<file path="config.mk">
export PLATFORM = sky130hd
export DESIGN_NAME = fft_sequencer
export DESIGN_NICKNAME = d
export VERILOG_FILES = /design/src/rtl/fft_pkg.sv /design/src/rtl/fft_step_counter.sv /design/src/rtl/fft_sequencer.sv
export SDC_FILE = /design/constraint.sdc
export NUM_CORES = 1
export LEC_CHECK = 0
export BUFFER_PORTS_ARGS = -buffer_cell sky130_fd_sc_hd__buf_2
export CAP_MARGIN = 0
export CORE_UTILIZATION = 50
export CTS_CLUSTER_SIZE = 14
export DETAILED_ROUTE_END_ITERATION = 10
export PLACE_DENSITY = 0.76
export SLEW_MARGIN = 10
export SYNTH_ARGS = -nofsm -noshare
export SYNTH_HDL_FRONTEND = slang
export SYNTH_SLANG_ARGS = --single-unit
</file>
<file path="constraint.sdc">
create_clock -name clk -period 1.8 [get_ports clk]
set_input_delay 0.54 -clock clk [delete_from_list [all_inputs] [get_ports clk]]
set_output_delay 0.54 -clock clk [all_outputs]
set_load 0.02 [all_outputs]
</file>
<file path="src/rtl/fft_pkg.sv">
// Shared definitions for the FFT sequencer and the mux_control consumers.
package fft_pkg;

  localparam int NUMSTAGES = 5;
  localparam int NPOINTS   = 32;

  typedef enum logic [2:0] {
    IDLE    = 3'd0,
    LOAD    = 3'd1,
    COMPUTE = 3'd2,
    DRAIN   = 3'd3,
    FINISH  = 3'd4
  } fft_state_t;

  localparam logic [2:0] STAGE0 = 3'd0;
  localparam logic [2:0] STAGE1 = 3'd1;
  localparam logic [2:0] STAGE2 = 3'd2;
  localparam logic [2:0] STAGE3 = 3'd3;
  localparam logic [2:0] STAGE4 = 3'd4;

  // Wraps back to the first stage after the last one instead of overflowing.
  function automatic logic [2:0] next_stage(input logic [2:0] stage, input logic [2:0] last);
    return (stage == last) ? STAGE0 : stage + 3'd1;
  endfunction

  // Stage codes the mux_control decoders understand for the default transform size.
  function automatic logic is_valid_stage(input logic [2:0] stage);
    case (stage)
      STAGE0, STAGE1, STAGE2, STAGE3, STAGE4: return 1'b1;
      default:                                return 1'b0;
    endcase
  endfunction

endpackage

</file>
<file path="src/rtl/fft_step_counter.sv">
// Intra-stage step counter plus butterfly stage index, with hold enable and clear.
module fft_step_counter #(
  parameter int NUMSTAGES = fft_pkg::NUMSTAGES
) (
  input  logic                 clk,
  input  logic                 rst_n,
  input  logic                 clr,
  input  logic                 en,
  output logic [NUMSTAGES-3:0] counter,
  output logic [2:0]           stage_num,
  output logic                 last
);
  import fft_pkg::*;

  localparam int                   CNT_W      = NUMSTAGES - 2;
  localparam logic [CNT_W-1:0]     CNT_ZERO   = CNT_W'(32'd0);
  localparam logic [CNT_W-1:0]     CNT_ONE    = CNT_W'(32'd1);
  localparam logic [CNT_W-1:0]     CNT_MAX    = {CNT_W{1'b1}};
  localparam logic [2:0]           STAGE_LAST = 3'(NUMSTAGES - 1);

  logic [CNT_W-1:0] counter_r;
  logic [2:0]       stage_r;

  // Step/stage register: wrap the step index and advance the stage, never past the last stage.
  always_ff @(posedge clk) begin
    if (!rst_n || clr) begin
      counter_r <= CNT_ZERO;
      stage_r   <= STAGE0;
    end else if (en) begin
      if (counter_r == CNT_MAX) begin
        counter_r <= CNT_ZERO;
        stage_r   <= next_stage(stage_r, STAGE_LAST);
      end else begin
        counter_r <= counter_r + CNT_ONE;
      end
    end
  end

  assign counter   = counter_r;
  assign stage_num = stage_r;
  assign last      = (counter_r == CNT_MAX) && (stage_r == STAGE_LAST);

endmodule

</file>
<file path="src/rtl/fft_sequencer.sv">
// Control sequencer for an in-place radix-2 FFT: load, compute stages, drain, done pulse.
module fft_sequencer #(
  parameter int NUMSTAGES = fft_pkg::NUMSTAGES,
  parameter int NPOINTS   = fft_pkg::NPOINTS
) (
  input  logic                 clk,
  input  logic                 rst_n,
  input  logic                 start,
  input  logic                 in_valid,
  input  logic                 stall,
  input  logic                 out_ready,
  output logic                 ld_data,
  output logic [NUMSTAGES-3:0] counter,
  output logic [2:0]           stage_num,
  output logic                 in_ready,
  output logic [NUMSTAGES-1:0] sample_idx,
  output logic                 out_valid,
  output logic                 busy,
  output logic                 done
);
  import fft_pkg::*;

  localparam logic [NUMSTAGES-1:0] IDX_ZERO = NUMSTAGES'(32'd0);
  localparam logic [NUMSTAGES-1:0] IDX_ONE  = NUMSTAGES'(32'd1);
  localparam logic [NUMSTAGES-1:0] IDX_LAST = NUMSTAGES'(NPOINTS - 1);

  fft_state_t           state_r, state_s;
  logic [NUMSTAGES-1:0] sample_idx_r, sample_idx_s;
  logic                 step_en_s, step_clr_s, step_last_s;
  logic                 ld_data_r, in_ready_r, out_valid_r, busy_r, done_r;

  fft_step_counter #(.NUMSTAGES(NUMSTAGES)) u_step (
    .clk       (clk),
    .rst_n     (rst_n),
    .clr       (step_clr_s),
    .en        (step_en_s),
    .counter   (counter),
    .stage_num (stage_num),
    .last      (step_last_s)
  );

  // Next-state and address logic; the step counter is held cleared outside COMPUTE.
  always_comb begin
    state_s      = state_r;
    sample_idx_s = sample_idx_r;
    step_en_s    = 1'b0;
    step_clr_s   = 1'b1;
    case (state_r)
      IDLE: begin
        if (start) state_s = LOAD;
        else       state_s = IDLE;
      end
      LOAD: begin
        if (in_valid) begin
          sample_idx_s = sample_idx_r + IDX_ONE;
          if (sample_idx_r == IDX_LAST) state_s = COMPUTE;
          else                          state_s = LOAD;
        end else begin
          state_s = LOAD;
        end
      end
      COMPUTE: begin
        step_clr_s = 1'b0;
        step_en_s  = !stall;
        if (!stall && step_last_s) state_s = DRAIN;
        else                       state_s = COMPUTE;
      end
      DRAIN: begin
        if (out_ready) begin
          sample_idx_s = sample_idx_r + IDX_ONE;
          if (sample_idx_r == IDX_LAST) state_s = FINISH;
          else                          state_s = DRAIN;
        end else begin
          state_s = DRAIN;
        end
      end
      FINISH: begin
        state_s = IDLE;
      end
      default: begin
        state_s      = IDLE;
        sample_idx_s = IDX_ZERO;
      end
    endcase
  end

  // State, address and output flops; outputs are decoded from the next state so they are registered.
  always_ff @(posedge clk) begin
    if (!rst_n) begin
      state_r      <= IDLE;
      sample_idx_r <= IDX_ZERO;
      ld_data_r    <= 1'b0;
      in_ready_r   <= 1'b0;
      out_valid_r  <= 1'b0;
      busy_r       <= 1'b0;
      done_r       <= 1'b0;
    end else begin
      state_r      <= state_s;
      sample_idx_r <= sample_idx_s;
      ld_data_r    <= (state_s == LOAD);
      in_ready_r   <= (state_s == LOAD);
      out_valid_r  <= (state_s == DRAIN);
      busy_r       <= (state_s != IDLE);
      done_r       <= (state_s == FINISH);
    end
  end

  assign ld_data    = ld_data_r;
  assign in_ready   = in_ready_r;
  assign out_valid  = out_valid_r;
  assign busy       = busy_r;
  assign done       = done_r;
  assign sample_idx = sample_idx_r;

endmodule

</file>
==> metrics <==
status completed; Worst VDD drop 0.552 mV; CP required 1990 ps; DR DRC count 0; first drt pass iteration count 6; Routed met1 length 839 µm; Main synth FF type dfxtp_1; slowest stage delay, CP 360 ps; row count 14; # H-tree levels 1; clock skew 6.05 ps; pre-CTS setup slack 26.1 ps; fin worst setup slack 114 ps; Yosys cell types 33; vias in the first global route 657; final setup fails 0; RD Place Congestion 0.788; largest family of logic cells by synthesized area simple AND/OR/NAND/NOR gates; synth top area cells dfxtp_1 (41%), ha_1 (8.6%), nand2_1 (4.3%); area share of fa/ha/maj cells after synthesis 8.57%; first-pass GRT wire length 2790 µm; Syn Area/Cell 9.62 µm²; gr ovfl total 0; RSZ-0062 raised after global routing false; share of the synthesized area in the top cell type 41.1%; Iteration-0 DRC Markers 16; met2 WL 880 µm; CP max FO 4; clk root buf clkbuf_4; Synthesized Nets 103; Tcrit/Tclk final 93.7%; Pwr Density 695 nW/µm²; Initial Util 55.6%; CP arrival 1880 ps; CTS tree yes; full die area 1920 µm²; I/O pin count 22; Seq/Total Area, Yosys 41.1%; Area Growth Syn to Fin 20.6%; clock transition at the registers of the reported paths 100 ps; synthesis-stage register bit count 18; number of flops mapped to enable cells by yosys 0; WL met3 25 µm; Top Family by Delay on Critical Path compound AO/OA/AOI/OAI gates; Routed Antenna Nets 0; Post-Synth Simple-Gate Area 21.9%; Port Buf Inserts 21; Hold Fails Final Rpt 0; Setup CP Type reg -> reg; worst slew pin tran 456 ps; Max Cap Violations 0; Hold Crit Class reg -> reg; power consumption 0.734 mW; largest area contributor in the netlist dfxtp_1; mux contribution to synthesized area 2.86%; crit path capture type flop; antenna diode instance count 0; relative slew slack 69.6%; setup TNS 0 ps; uppermost layer routed met4; clk_lat worst skew 290 ps; Fill cells 135; WL final 1760 µm; initial antenna violation count 0; vias per cell 5.59; Synth Instances 91; pin count of the biggest net entering global routing 13; CTS Buf Count 3; clk sinks 18; dpl hpwl 1240 µm; final core utilization 67.0%; Multi-input gate area 494 µm²; f_max 593 MHz; Die Width 43.9 µm; Slew Limit Fails 0; Reg area 363 µm²; layout cells sized above 1 34.8%; CP Cell Sequence ha_1 -> and3_4 -> ha_4 -> nand2_2 -> a31oi_2 -> o221ai_2 -> a211o_1; area of the core 1580 µm²; Slowest cell on crit path dfxtp_2; Ys Warns 0; fin nets 128; WL per Instance 13.4 µm; Tmin final 1690 ps; CTS max path bufs 2; Cell Area, Synth 876 µm²; WHS 485 ps; Pleak 0.476 nW; Synth Area in Compound Gates 17.1%; Via Count 732; Die Height 43.9 µm; Total GRT Usage 19.8%; Async SR Flop Fraction 0%; Post-CTS Hold Fix Bufs 0; kind of start point of the critical path flop; xor-xnor portion of the synthesized cell area 3.00%; CP Buf/Inv Count 0
## timing repair
item | CTS | global route
setup endpoints to repair | 0 | 4
resized for setup | 0 | 6
buffers inserted | 0 | 3
## cell usage after synthesis, types with 2 or more instances
| library cell | count |
|---|---|
| nor2_1 | 6 |
| nand4b_1 | 3 |
| xor2_1 | 3 |
| nand3_1 | 4 |
| inv_1 | 2 |
| a21oi_1 | 4 |
| nor3_1 | 4 |
| nor3b_1 | 2 |
| ha_1 | 6 |
| dfxtp_1 | 18 |
| and2_1 | 2 |
| buf_6 | 2 |
| a31oi_1 | 2 |
| a211o_1 | 2 |
| nand2_1 | 10 |
| o21ai_0 | 2 |
| buf_2 | 2 |
| a21boi_0 | 2 |
## final timing paths
check | slack (ps) | cells after the start | end | from
max reg2reg | 110 | 7 | busy | sample_idx[1]
min reg2reg | 480 | 2 | sample_idx[1] | sample_idx[1]
min | 480 | 2 | sample_idx[1] | sample_idx[1]
max | 110 | 7 | busy | sample_idx[1]
## report_power, final
| group | leakage (nW) | internal (mW) | switching (mW) |
|---|---|---|---|
| Clock | 0.0210 | 0.123 | 0.123 |
| Sequential | 0.147 | 0.406 | 0.00850 |
| Combinational | 0.308 | 0.0334 | 0.0400 |
| Total | 0.476 | 0.563 | 0.171 |
## through the flow
stage	area [µm²]	std cells
3_3_place_gp	970	124
4_1_cts	1010	128
3_5_place_dp	970	124
6_report	1060	131
2_1_floorplan	877	91
5_1_grt	1060	131
## final cells by class
| class | count | area share [%] |
|---|---|---|
| inverter | 2 | 0.711 |
| tap | 16 | 1.90 |
| clock buffer | 4 | 3.44 |
| sequential | 18 | 34.4 |
| multi-input combinational | 66 | 46.8 |
| timing repair buffer | 25 | 12.8 |
## placed cells by master (no fill, tap or decap), types with 4 or more instances in the layout
master   instances
buf_2           21
dfxtp_1         16
nand2_1          9
nor2_1           6
ha_1             5
nor3_1           4
nand3_1          4
a21oi_1          4
buf_4            4
## worst min-delay path, delay by kind of cell (launching register included)
kind,cells,cell delay (ps)
AND/OR/NAND/NOR,1,50
flip-flops,1,340
AO/OA/AOI/OAI,1,60
## flip-flops by register name (all words and copies together), names as in the netlist
name and cells:
busy 1, done 1, in_ready 1, out_valid 1, sample_idx 5, state_r 3
u_step.counter 3, u_step.stage_num 3
## cell families (layout without fill, tap and decap cells)
logic type | count (synthesis) | after routing
DFF | 18 | 18
adders and majority gates | 6 | 6
and+or+nand+nor | 36 | 36
muxes | 2 | 2
buffers and inverters | 7 | 31
xor gates and xnor gates | 3 | 3
AOI/OAI and AO/OA | 19 | 19
## routing by layer
metal / up-vias / GRT usage (%)
met5: - / 0
met4: 0 / 10.9
met3: 2 / 3.75
met2: 9 / 31.0
met1: 344 / 25.7
li1: 377 / -
Power figures use the tool's default switching activity.
